File: config.mk
export PLATFORM = sky130hd
export DESIGN_NAME = exe_stage
export DESIGN_NICKNAME = d
export VERILOG_FILES = /design/src/rtl/exe_stage.sv
export SDC_FILE = /design/constraint.sdc
export NUM_CORES = 1
export LEC_CHECK = 0
export ABC_AREA = 1
export CAP_MARGIN = 25
export CORE_ASPECT_RATIO = 0.8
export CORE_MARGIN = 3
export CORE_UTILIZATION = 35
export DETAILED_ROUTE_END_ITERATION = 8
export GPL_TIMING_DRIVEN = 0
export SETUP_SLACK_MARGIN = 0.2
export SLEW_MARGIN = 20
export SYNTH_ARGS = -nofsm -noshare
export SYNTH_HDL_FRONTEND = slang
export SYNTH_SLANG_ARGS = --single-unit
File: constraint.sdc
create_clock -name vclk -period 6.7
set_input_delay 1.005 -clock vclk [all_inputs]
set_output_delay 1.005 -clock vclk [all_outputs]
set_load 0.02 [all_outputs]
File: src/rtl/exe_stage.sv
// Execute stage: operand forwarding, single-cycle ALU and branch target adder.
// Define EXE_MUL_UNIT_EN to build the multi-cycle shift-add multiplier (EXE_CMD=10).
module exe_stage #(
  parameter int WORD_LEN          = 32,
  parameter int EXE_CMD_LEN       = 4,
  parameter int REG_FILE_ADDR_LEN = 5
) (
  input  logic                         clk,
  input  logic                         rst,
  input  logic [EXE_CMD_LEN-1:0]       EXE_CMD,
  input  logic [WORD_LEN-1:0]          val1,
  input  logic [WORD_LEN-1:0]          val2,
  input  logic [WORD_LEN-1:0]          ST_value,
  input  logic [WORD_LEN-1:0]          PC,
  input  logic [REG_FILE_ADDR_LEN-1:0] src1,
  input  logic [REG_FILE_ADDR_LEN-1:0] src2,
  input  logic [REG_FILE_ADDR_LEN-1:0] dest,
  input  logic                         is_imm,
  input  logic                         MEM_R_EN,
  input  logic                         MEM_W_EN,
  input  logic                         WB_EN,
  input  logic                         brTaken,
  input  logic                         mem_wb_en,
  input  logic [REG_FILE_ADDR_LEN-1:0] mem_dest,
  input  logic [WORD_LEN-1:0]          mem_value,
  input  logic                         wb_wb_en,
  input  logic [REG_FILE_ADDR_LEN-1:0] wb_dest,
  input  logic [WORD_LEN-1:0]          wb_value,
  output logic [WORD_LEN-1:0]          alu_res,
  output logic [WORD_LEN-1:0]          st_value_out,
  output logic [WORD_LEN-1:0]          br_addr,
  output logic                         stall
);

  localparam logic [EXE_CMD_LEN-1:0] CMD_MUL = 4'd10;

  logic [WORD_LEN-1:0] op_a, op_b, alu_comb;

  // Control bits travel alongside this stage; they are not consumed here.
  logic unused_ctrl;
  assign unused_ctrl = ^{MEM_R_EN, MEM_W_EN, WB_EN, brTaken, dest};

  // MEM beats WB; register 0 is never a forwarding target.
  function automatic logic [WORD_LEN-1:0] fwd(
    input logic [REG_FILE_ADDR_LEN-1:0] src,
    input logic [WORD_LEN-1:0]          dflt,
    input logic                         m_en,
    input logic [REG_FILE_ADDR_LEN-1:0] m_dest,
    input logic [WORD_LEN-1:0]          m_val,
    input logic                         w_en,
    input logic [REG_FILE_ADDR_LEN-1:0] w_dest,
    input logic [WORD_LEN-1:0]          w_val
  );
    if (src != '0 && m_en && m_dest == src)      return m_val;
    else if (src != '0 && w_en && w_dest == src) return w_val;
    else                                          return dflt;
  endfunction

  always_comb begin
    op_a         = fwd(src1, val1, mem_wb_en, mem_dest, mem_value, wb_wb_en, wb_dest, wb_value);
    op_b         = is_imm ? val2
                 : fwd(src2, val2, mem_wb_en, mem_dest, mem_value, wb_wb_en, wb_dest, wb_value);
    st_value_out = fwd(src2, ST_value, mem_wb_en, mem_dest, mem_value, wb_wb_en, wb_dest, wb_value);
  end

  assign br_addr = PC + val2;

  always_comb begin
    alu_comb = '0;
    case (EXE_CMD)
      4'd1:    alu_comb = op_a + op_b;
      4'd2:    alu_comb = op_a - op_b;
      4'd3:    alu_comb = op_a & op_b;
      4'd4:    alu_comb = op_a | op_b;
      4'd5:    alu_comb = ~(op_a | op_b);
      4'd6:    alu_comb = op_a ^ op_b;
      4'd7:    alu_comb = op_a << op_b[4:0];
      4'd8:    alu_comb = op_a >> op_b[4:0];
      4'd9:    alu_comb = $unsigned($signed(op_a) >>> op_b[4:0]);
      default: alu_comb = '0;
    endcase
  end

`ifdef EXE_MUL_UNIT_EN
  typedef enum logic [1:0] {IDLE, BUSY, DONE} mul_state_t;

  mul_state_t          state_reg;
  logic [4:0]          cnt_reg;
  logic [WORD_LEN-1:0] mul_a_reg, mul_b_reg, prod_reg;

  // One shift-add step per BUSY cycle: multiplicand shifts left, multiplier right.
  always_ff @(posedge clk) begin
    if (rst) begin
      state_reg <= IDLE;
      cnt_reg   <= '0;
      mul_a_reg <= '0;
      mul_b_reg <= '0;
      prod_reg  <= '0;
    end else begin
      case (state_reg)
        IDLE: begin
          if (EXE_CMD == CMD_MUL) begin
            mul_a_reg <= op_a;
            mul_b_reg <= op_b;
            prod_reg  <= '0;
            cnt_reg   <= '0;
            state_reg <= BUSY;
          end
        end
        BUSY: begin
          if (mul_b_reg[0]) prod_reg <= prod_reg + mul_a_reg;
          mul_a_reg <= mul_a_reg << 1;
          mul_b_reg <= mul_b_reg >> 1;
          cnt_reg   <= cnt_reg + 5'd1;
          if (cnt_reg == 5'd31) state_reg <= DONE;
        end
        DONE:    state_reg <= IDLE;
        default: state_reg <= IDLE;
      endcase
    end
  end

  // Reset overrides the FSM so that outputs fall back to the combinational path.
  assign stall   = !rst && (state_reg == BUSY || (state_reg == IDLE && EXE_CMD == CMD_MUL));
  assign alu_res = (!rst && state_reg == DONE) ? prod_reg : alu_comb;
`else
  logic unused_clk_rst;
  assign unused_clk_rst = ^{clk, rst, CMD_MUL};
  assign stall          = 1'b0;
  assign alu_res        = alu_comb;
`endif

endmodule

* Word-level counts from Yosys, hierarchy flattened
Cells that the tools add are included.
Storage, ports and cells: bits in registers 0, input port bits 230, output and inout port bits 97, word-level logic and storage cells 41
Cells by class: equal/unequal tests 13, reduce and logical (&&, ||, !) cells 10, shift-type cells 3, bitwise operators 4, add/sub/neg operators 3, multiplexer cells 8
Operator list (number):
- 32-bit case mux with 9 select lines | 1
- 32-bit 2-to-1 mux | 7
- 32-bit adder | 2
- 32-bit bitwise AND | 1
- 32-bit NOT | 1
- 32-bit OR | 1
- 32-bit by 5-bit left shift with 32-bit output | 1
- 32-bit by 5-bit right shift with 32-bit output | 1
- 32-bit by 5-bit >>> shifter with 32-bit output | 1
- 32-bit subtractor | 1
- 32-bit XOR | 1
- 5-bit == test | 4
- 4-bit by 3-bit == test with 1-bit output (second input constant) | 4
- 5-bit nonzero test | 2
- 4-bit by 2-bit == test with 1-bit output (second input constant) | 2
- 4-bit == test (second input constant) | 2
- 1-bit logical AND | 8
- 4-bit by 1-bit == test with 1-bit output (second input constant) | 1

* Longest topological paths before layout
depth after elaboration 9, depth in mapped cells 38, gate-level depth less buffers 37

* Worst setup path after synthesis
OpenSTA, ideal clock, no wires.
kind input port to output port, from in src2[2], to out alu_res[17], stages on the path 31, data required time 5.695 ns, path slack 0.998 ns, path buffers 3, data arrival time 4.697 ns, cells stage by stage inv_2 nand2_1 nand2_1 nand2_1 nor2_2 buf_4 nand3_1 nand2_1 nand2_1 nand2_1 nand2_2 buf_2 buf_2 ha_1 inv_1 nand2_1 xor2_1 ha_1 a21oi_1 nand2_1 a21oi_1 o21ai_0 nand2_1 nand2_1 a21oi_1 o21ai_0 or2_2 nand3_1 nand3_1 nor2_1 nand2_1
Between the ends: cells in the longest elaborated chain, start to end 9, elaborated cells on any way between the ends 20, classes of those cells add/sub: 2; eq/ne: 2; shift: 3; mux: 4; bitwise: 4; reduce/logical: 5
Ends and longest elaborated chain:
- start: declaration | RTL line 16 | input logic [REG_FILE_ADDR_LEN-1:0] src2,
- 5-bit nonzero test | RTL line 54, 55
- 1-bit logical AND (2 in series) | RTL line 55 | else if (src != '0 && w_en && w_dest == src) return w_val;
- 32-bit 2-to-1 mux | RTL line 55
- 32-bit 2-to-1 mux * | RTL line 54 | if (src != '0 && m_en && m_dest == src) return m_val;
- 32-bit 2-to-1 mux * | RTL line 61 | op_b = is_imm ? val2
- branches (longest 2 deep; another with 32-bit subtractor)
- 32-bit case mux with 9 select lines * | RTL line 70 | case (EXE_CMD)
- end: declaration | RTL line 29 | output logic [WORD_LEN-1:0] alu_res,
Every way passes the cells marked *.

* Worst setup path in the final report
from in mem_wb_en, to out alu_res[17]
Between the ends: cells in the longest elaborated chain, start to end 7, elaborated cells on any way between the ends 17, classes of those cells add/sub: 2; shift: 3; mux: 4; bitwise: 4; reduce/logical: 4
Ends and longest elaborated chain:
- start: declaration | RTL line 23 | input logic mem_wb_en,
- branches (longest 6 deep; another with 32-bit subtractor)
- 32-bit case mux with 9 select lines * | RTL line 70
Marks and branches as above.

==> summary.md <==
| Metric | Value |
|---|---|
| Status | complete, no violations |
| Final period utilization | 0.9768 |
| Pre-antenna DRT Iters | 7 |
| Final Max Slew Viols | 0 |
| Internal | 0.8370 mW |
| Combinational Power Share | 1.000 |
| Critical path's slowest cell | clkdlybuf4s50_1 |
| Setup Crit Path Kind | primary input to primary output |
| Switch Pwr | approximately 1.5 mW |
| Vias in the first global route | around 20,000 |
| Detailed Route WL | 91,100 µm |
| Antenna-violating nets left | 0 |
| Sequential area share after synthesis | 0 |
| Top delay family on crit path | simple AND/OR/NAND/NOR gates |
| Core Util, Final | 0.5146 |
| Initial antenna violation count | 6 |
| Clkbuf count | 0 |
| Inst Count DP | roughly 3,500 |
| CP Launch Type | primary input |
| Most common cell after layout, fill and taps aside | nand2_1 |
| FFs & Latches | 0 |
| Final TNS setup | 0 ns |
| Vias per cell | ~6.1 |
| Port buffer count | ~320 |
| Crit path time final | 6.544 ns |
| Chip width | ~220 µm |
| Register area | 0 µm² |
| # hold bufs at CTS | 0 |
| Post-synthesis instance total | 2,669 |
| Setup violators final | 0 |
| Crit. End Element | primary output |
| Power density over cell area | 120.5 nW/µm² |
| CP max stage delay | 0.47 ns |
| Final hold viol count | 0 |
| DIE HEIGHT | 181.0 µm |
| Min-Delay Path Class | primary input to primary output |
| Final Net Count | 3,428 |
| Sw frac | 0.6386 |
| Yosys warns | 0 |
| Largest net degree at the start of global routing | 16 |
| Unrepaired setup endpoints after global routing | true |
| GP Congestion | 1.073 |
| DRC Markers | 0 |
| Hpwl dp | between 70,000 and 80,000 µm |
| WP data arrival | between 5 and 6 ns |
| Layout Cells excl Fill | approximately 3,600 |
| Post-Syn Area | approximately 13,000 µm² |
| Rel. slew slack | 0.2346 |
| Layout Area Growth over Synthesis | 43.55% |
| Leak | ~10 nW |
| Slew @ Worst Pin | ~1.1 ns |
| Global-route usage over all layers | 0.4167 |
| Max VDD drop | 0.06893 mV |
| First-pass GRT wire length | 127,700 µm |
| Vias | 21,560 |
| Synthesized area per cell | between 5 and 6 µm² |
| WP buf/inv | 8 |
| Wire per inst | 25.60 µm |
| Yosys cell types | 53 |
| Share of cells above drive strength 1 | 0.1660 |
| Register share of total power | 0 |
| Initial Utilization | 0.3584 |
| Grt ovf | 0 |
| CP max FO | 10 |
| Initial DRC Count | 3,332 |
| Die area | 40,660 µm² |
| Top Ports | about 330 |
| Total nets after synthesis | 3,029 |
| Site row count | 63 |
| Most frequent cells in the layout | 855 x nand2_1, 423 x nand3_1, 315 x inv_1 |
| Core area | around 37,000 µm² |
| Achievable clock frequency | 0.1528 GHz |
| Max cap viols | 0 |
| Clock share of power | 0 |
| WP data required | 5.69 ns |
cells in the mapped netlist (4+ instances only):
| library cell | number | area share |
|---|---|---|
| a21boi_0 | 4 | 0.0022 |
| a21o_1 | 4 | 0.0022 |
| a21oi_1 | 117 | 0.044 |
| a21oi_2 | 5 | 0.0033 |
| a221oi_1 | 29 | 0.019 |
| a31oi_1 | 14 | 0.0065 |
| buf_1 | 10 | 0.0028 |
| buf_2 | 51 | 0.019 |
| buf_4 | 14 | 0.0078 |
| buf_6 | 10 | 0.0084 |
| clkbuf_1 | 35 | 0.0098 |
| ha_1 | 128 | 0.12 |
| inv_1 | 326 | 0.091 |
| inv_2 | 11 | 0.0031 |
| nand2_1 | 921 | 0.26 |
| nand2_2 | 21 | 0.0098 |
| nand2_4 | 4 | 0.0034 |
| nand3_1 | 439 | 0.16 |
| nand4_1 | 19 | 0.0089 |
| nor2_1 | 132 | 0.037 |
| nor2_2 | 13 | 0.0061 |
| nor3_1 | 12 | 0.0045 |
| nor3_2 | 4 | 0.0030 |
| o2111ai_1 | 5 | 0.0033 |
| o211ai_1 | 4 | 0.0022 |
| o21a_1 | 6 | 0.0034 |
| o21ai_0 | 149 | 0.056 |
| o21ai_1 | 32 | 0.012 |
| o21bai_1 | 5 | 0.0028 |
| or2_2 | 47 | 0.022 |
| xnor2_1 | 15 | 0.0098 |
| xor2_1 | 54 | 0.035 |
power groups by stage:
stage / clock [mW] / combinational, mW / sequential (mW)
finish: 0.0000000999 / 2.32 / 0
global route: 0.0000000999 / 2.43 / 0
CTS: 0 / 2.04 / 0
detailed placement: 0 / 1.91 / 0
global placement: 0 / 1.91 / 0
floorplan: 0 / 1.09 / 0
per-stage QoR:
step | total power, mW | setup slack, ns | hold slack (ns) | area [µm²]
after floorplan | 1.092 | 0.9980 | 2.210 | 13390
after global placement | 1.905 | -1.215 | 3.159 | 17160
after detailed placement | 1.911 | -1.253 | 3.143 | 17170
after CTS | 2.038 | 0.1619 | 3.153 | 18010
after global routing | 2.428 | 0.03992 | 3.118 | 19230
final | 2.316 | 0.1556 | 3.074 | 19230
kinds of logic (layout without fill, tap and decap cells):
kind of cell | count (synthesis) | count (layout) | synth area share
AOI/OAI and AO/OA | 385 | 385 | 0.1638
adders and majority gates | 130 | 130 | 0.1226
other | 1 | 6 | 0.0002800
xor gates and xnor gates | 69 | 69 | 0.04512
and+or+nand+nor | 1627 | 1627 | 0.5259
buffers and inverters | 457 | 854 | 0.1424
repair_timing:
| action | 4_1_cts | 5_1_grt |
|---|---|---|
| setup buffers | 40 | 39 |
| resized for setup | 244 | 266 |
| gates cloned | 1 | 2 |
| pin swaps | 51 | 95 |
| setup endpoints to repair | 29 | 28 |
path summary, 6_finish.rpt:
kind	startpoint	to	slack, ns	cells past startpoint
worst max-delay path	mem_wb_en	alu_res[17]	0.16	30
worst min-delay path	mem_dest[4]	st_value_out[0]	3.07	7
final cells by class:
cell class                      instances  area (µm²)
Fill cell                            3997       18140
Multi-Input combinational cell       2212       12820
Timing Repair Buffer                  398        3737
Inverter                              337        1280
Buffer                                119       770.7
Tap cell                              487       609.3
Antenna cell                            5       12.51
layer usage:
metal,wire [µm],vias to the layer above,track usage
met5,0,-,0
met4,3908,0,0.1436
met3,13460,264,0.1215
met2,36430,1707,0.6007
met1,37300,10090,0.5869
li1,-,9502,-
No activity file was read; power rests on OpenSTA's default activity.
==> patch, RTL diff (same flow settings) <==
Set the parameter `EXE_CMD_LEN` to 16 (it was 4).
--- a/src/rtl/exe_stage.sv
+++ b/src/rtl/exe_stage.sv
@@ -2,7 +2,7 @@
 // Define EXE_MUL_UNIT_EN to build the multi-cycle shift-add multiplier (EXE_CMD=10).
 module exe_stage #(
   parameter int WORD_LEN          = 32,
-  parameter int EXE_CMD_LEN       = 4,
+  parameter int EXE_CMD_LEN       = 16,
   parameter int REG_FILE_ADDR_LEN = 5
 ) (
   input  logic                         clk,
Ports: changed (resized EXE_CMD); port bits go from 327 to 339. The function was not compared with the original's and may differ.
==> patch against the unedited design <==
- setup slack got worse by 0.011 ns
- total power decreased by 16%
- cell area decreased by 2.1%
- area after synthesis decreased by 1.7%
- non-clock buffer count increased by 12
- wire length increased by 5.7%
- critical endpoint is now alu_res[18]
- largest power group unchanged
==> patch: results (changes against the unedited design) <==
status: "finished, final reports clean"  # unchanged
dp_hpwl_mm: 80.47  # was 74.64 mm
peakVddDrop_mv: 0.06894  # was 0.06893 mV
slowest_delay_ns: 0.34  # was 0.47 ns
portBuffers: 327  # was 315
crit_arrival_ns: 5.55  # was 5.54 ns
track_usage_pct: 44.68  # was 41.67%
dp_slack_ns: -2.370  # was -1.253 ns
grt_antenna_before_repair: 4  # was 6
n_sequential_cell: 0  # unchanged
grt_pass1_wl_mm: 135.2  # was 127.7 mm
dr.pass1.iters: 9  # was 7
synth_nets: 2994  # was 3029
synthTopCellsByCount: "887 x nand2_1, 337 x nand3_1, 310 x inv_1"  # was 921 x nand2_1, 439 x nand3_1, 326 x inv_1
drc: 0  # unchanged
nNetsFinal: 3412  # was 3428
leakage_nw: 9.781  # was 10.00 nW
cp_max_fo: 6  # was 10
slowest_stage: "ha_2"  # was clkdlybuf4s50_1
vias: 22000  # was 21560
drive_above_1_share_pct: 15.24  # was 16.60%
synthTopCellsByArea: "nand2_1 25%, nand3_1 13%, ha_1 12%"  # was nand2_1 26%, nand3_1 16%, ha_1 12%
first_global_vias: 20040  # was 19590
dr.first_iter.drc_count: 4376  # was 3332
grt_max_degree: 20  # was 16
gp_congestion: 1.094  # was 1.073
wire_per_inst_um: 27.36  # was 25.60 um
slew_headroom_pct: 16.19  # was 23.46%
==> patch: changes by cell type after synthesis, moves of 6 or more <==
cell and change:
a21oi_1 +6, a221oi_1 -8, inv_1 -16, nand2_1 -34
nand3_1 -102, nand4_1 +10, nor2_1 +36, o211ai_1 +12
o21ai_0 +56, o21ai_1 +17, or2_2 -19
==> patch: cells by family after synthesis <==
| group | count (synthesis) | share of synthesized area (%) |
|---|---|---|
| and+or+nand+nor | 1515 | 49.20 |
| AOI/OAI and AO/OA | 480 | 20.64 |
| buffers and inverters | 436 | 13.67 |
| adders and majority gates | 130 | 12.47 |
| xor gates and xnor gates | 60 | 3.992 |
| other | 1 | 0.02848 |
==> patch: layer usage <==
layer | global-route usage, % | vias up | part of all wire [%]
li1 | - | 9445 | -
met4 | 11.82 | 4 | 4.4
met1 | 65.80 | 10200 | 42
met2 | 59.40 | 1986 | 36
met5 | 0 | - | 0.080
met3 | 17.35 | 363 | 18
==> patch: what timing repair did <==
item                       4_1_cts  5_1_grt
resized for setup              300      188
hold buffers                     0        0
pin swaps                       68       82
setup buffers                   50       37
gates cloned                     3        0
setup endpoints to repair       31       32
==> patch: path summary, 6_finish.rpt <==
check | from | endpoint | slack [ns] | cells after the start
setup / recovery | src2[3] | alu_res[18] | 0.14 | 36
hold / removal | ST_value[29] | st_value_out[29] | 3.11 | 4
==> patch: report_power, final <==
part / total (W) / switching [W] / leakage (nW) / internal, W
Clock: 0.0000000000201 / 0 / 0.0000157 / 0.0000000000201
Combinational: 0.00194 / 0.00124 / 9.78 / 0.000691
Sequential: 0 / 0 / 0 / 0
Total: 0.00194 / 0.00124 / 9.78 / 0.000691
==> patch: area by class of cell <==
cell class                 instances  area (um^2)
buffer                           110        738.2
inverter                         323         1226
antenna                            2        5.005
multi-input combinational       2186        12360
tap                              480        600.6
fill                            3846        17630
timing repair buffer             419         3896
==> patch: per-stage QoR <==
stage,cell area [um^2],std cells,utilization [%]
2_1_floorplan,13170,2622,-
3_3_place_gp,17040,3429,46.73
3_5_place_dp,17040,3430,46.75
4_1_cts,18150,3480,49.78
5_1_grt,18820,3518,51.62
6_report,18830,3520,51.64
==> patch: worst min-delay path: cells and delay by family <==
kind	cells	cell delay (ns)
AND/OR/NAND/NOR	1	0.07
buffers and inverters	2	0.95
AO/OA/AOI/OAI	1	0.07
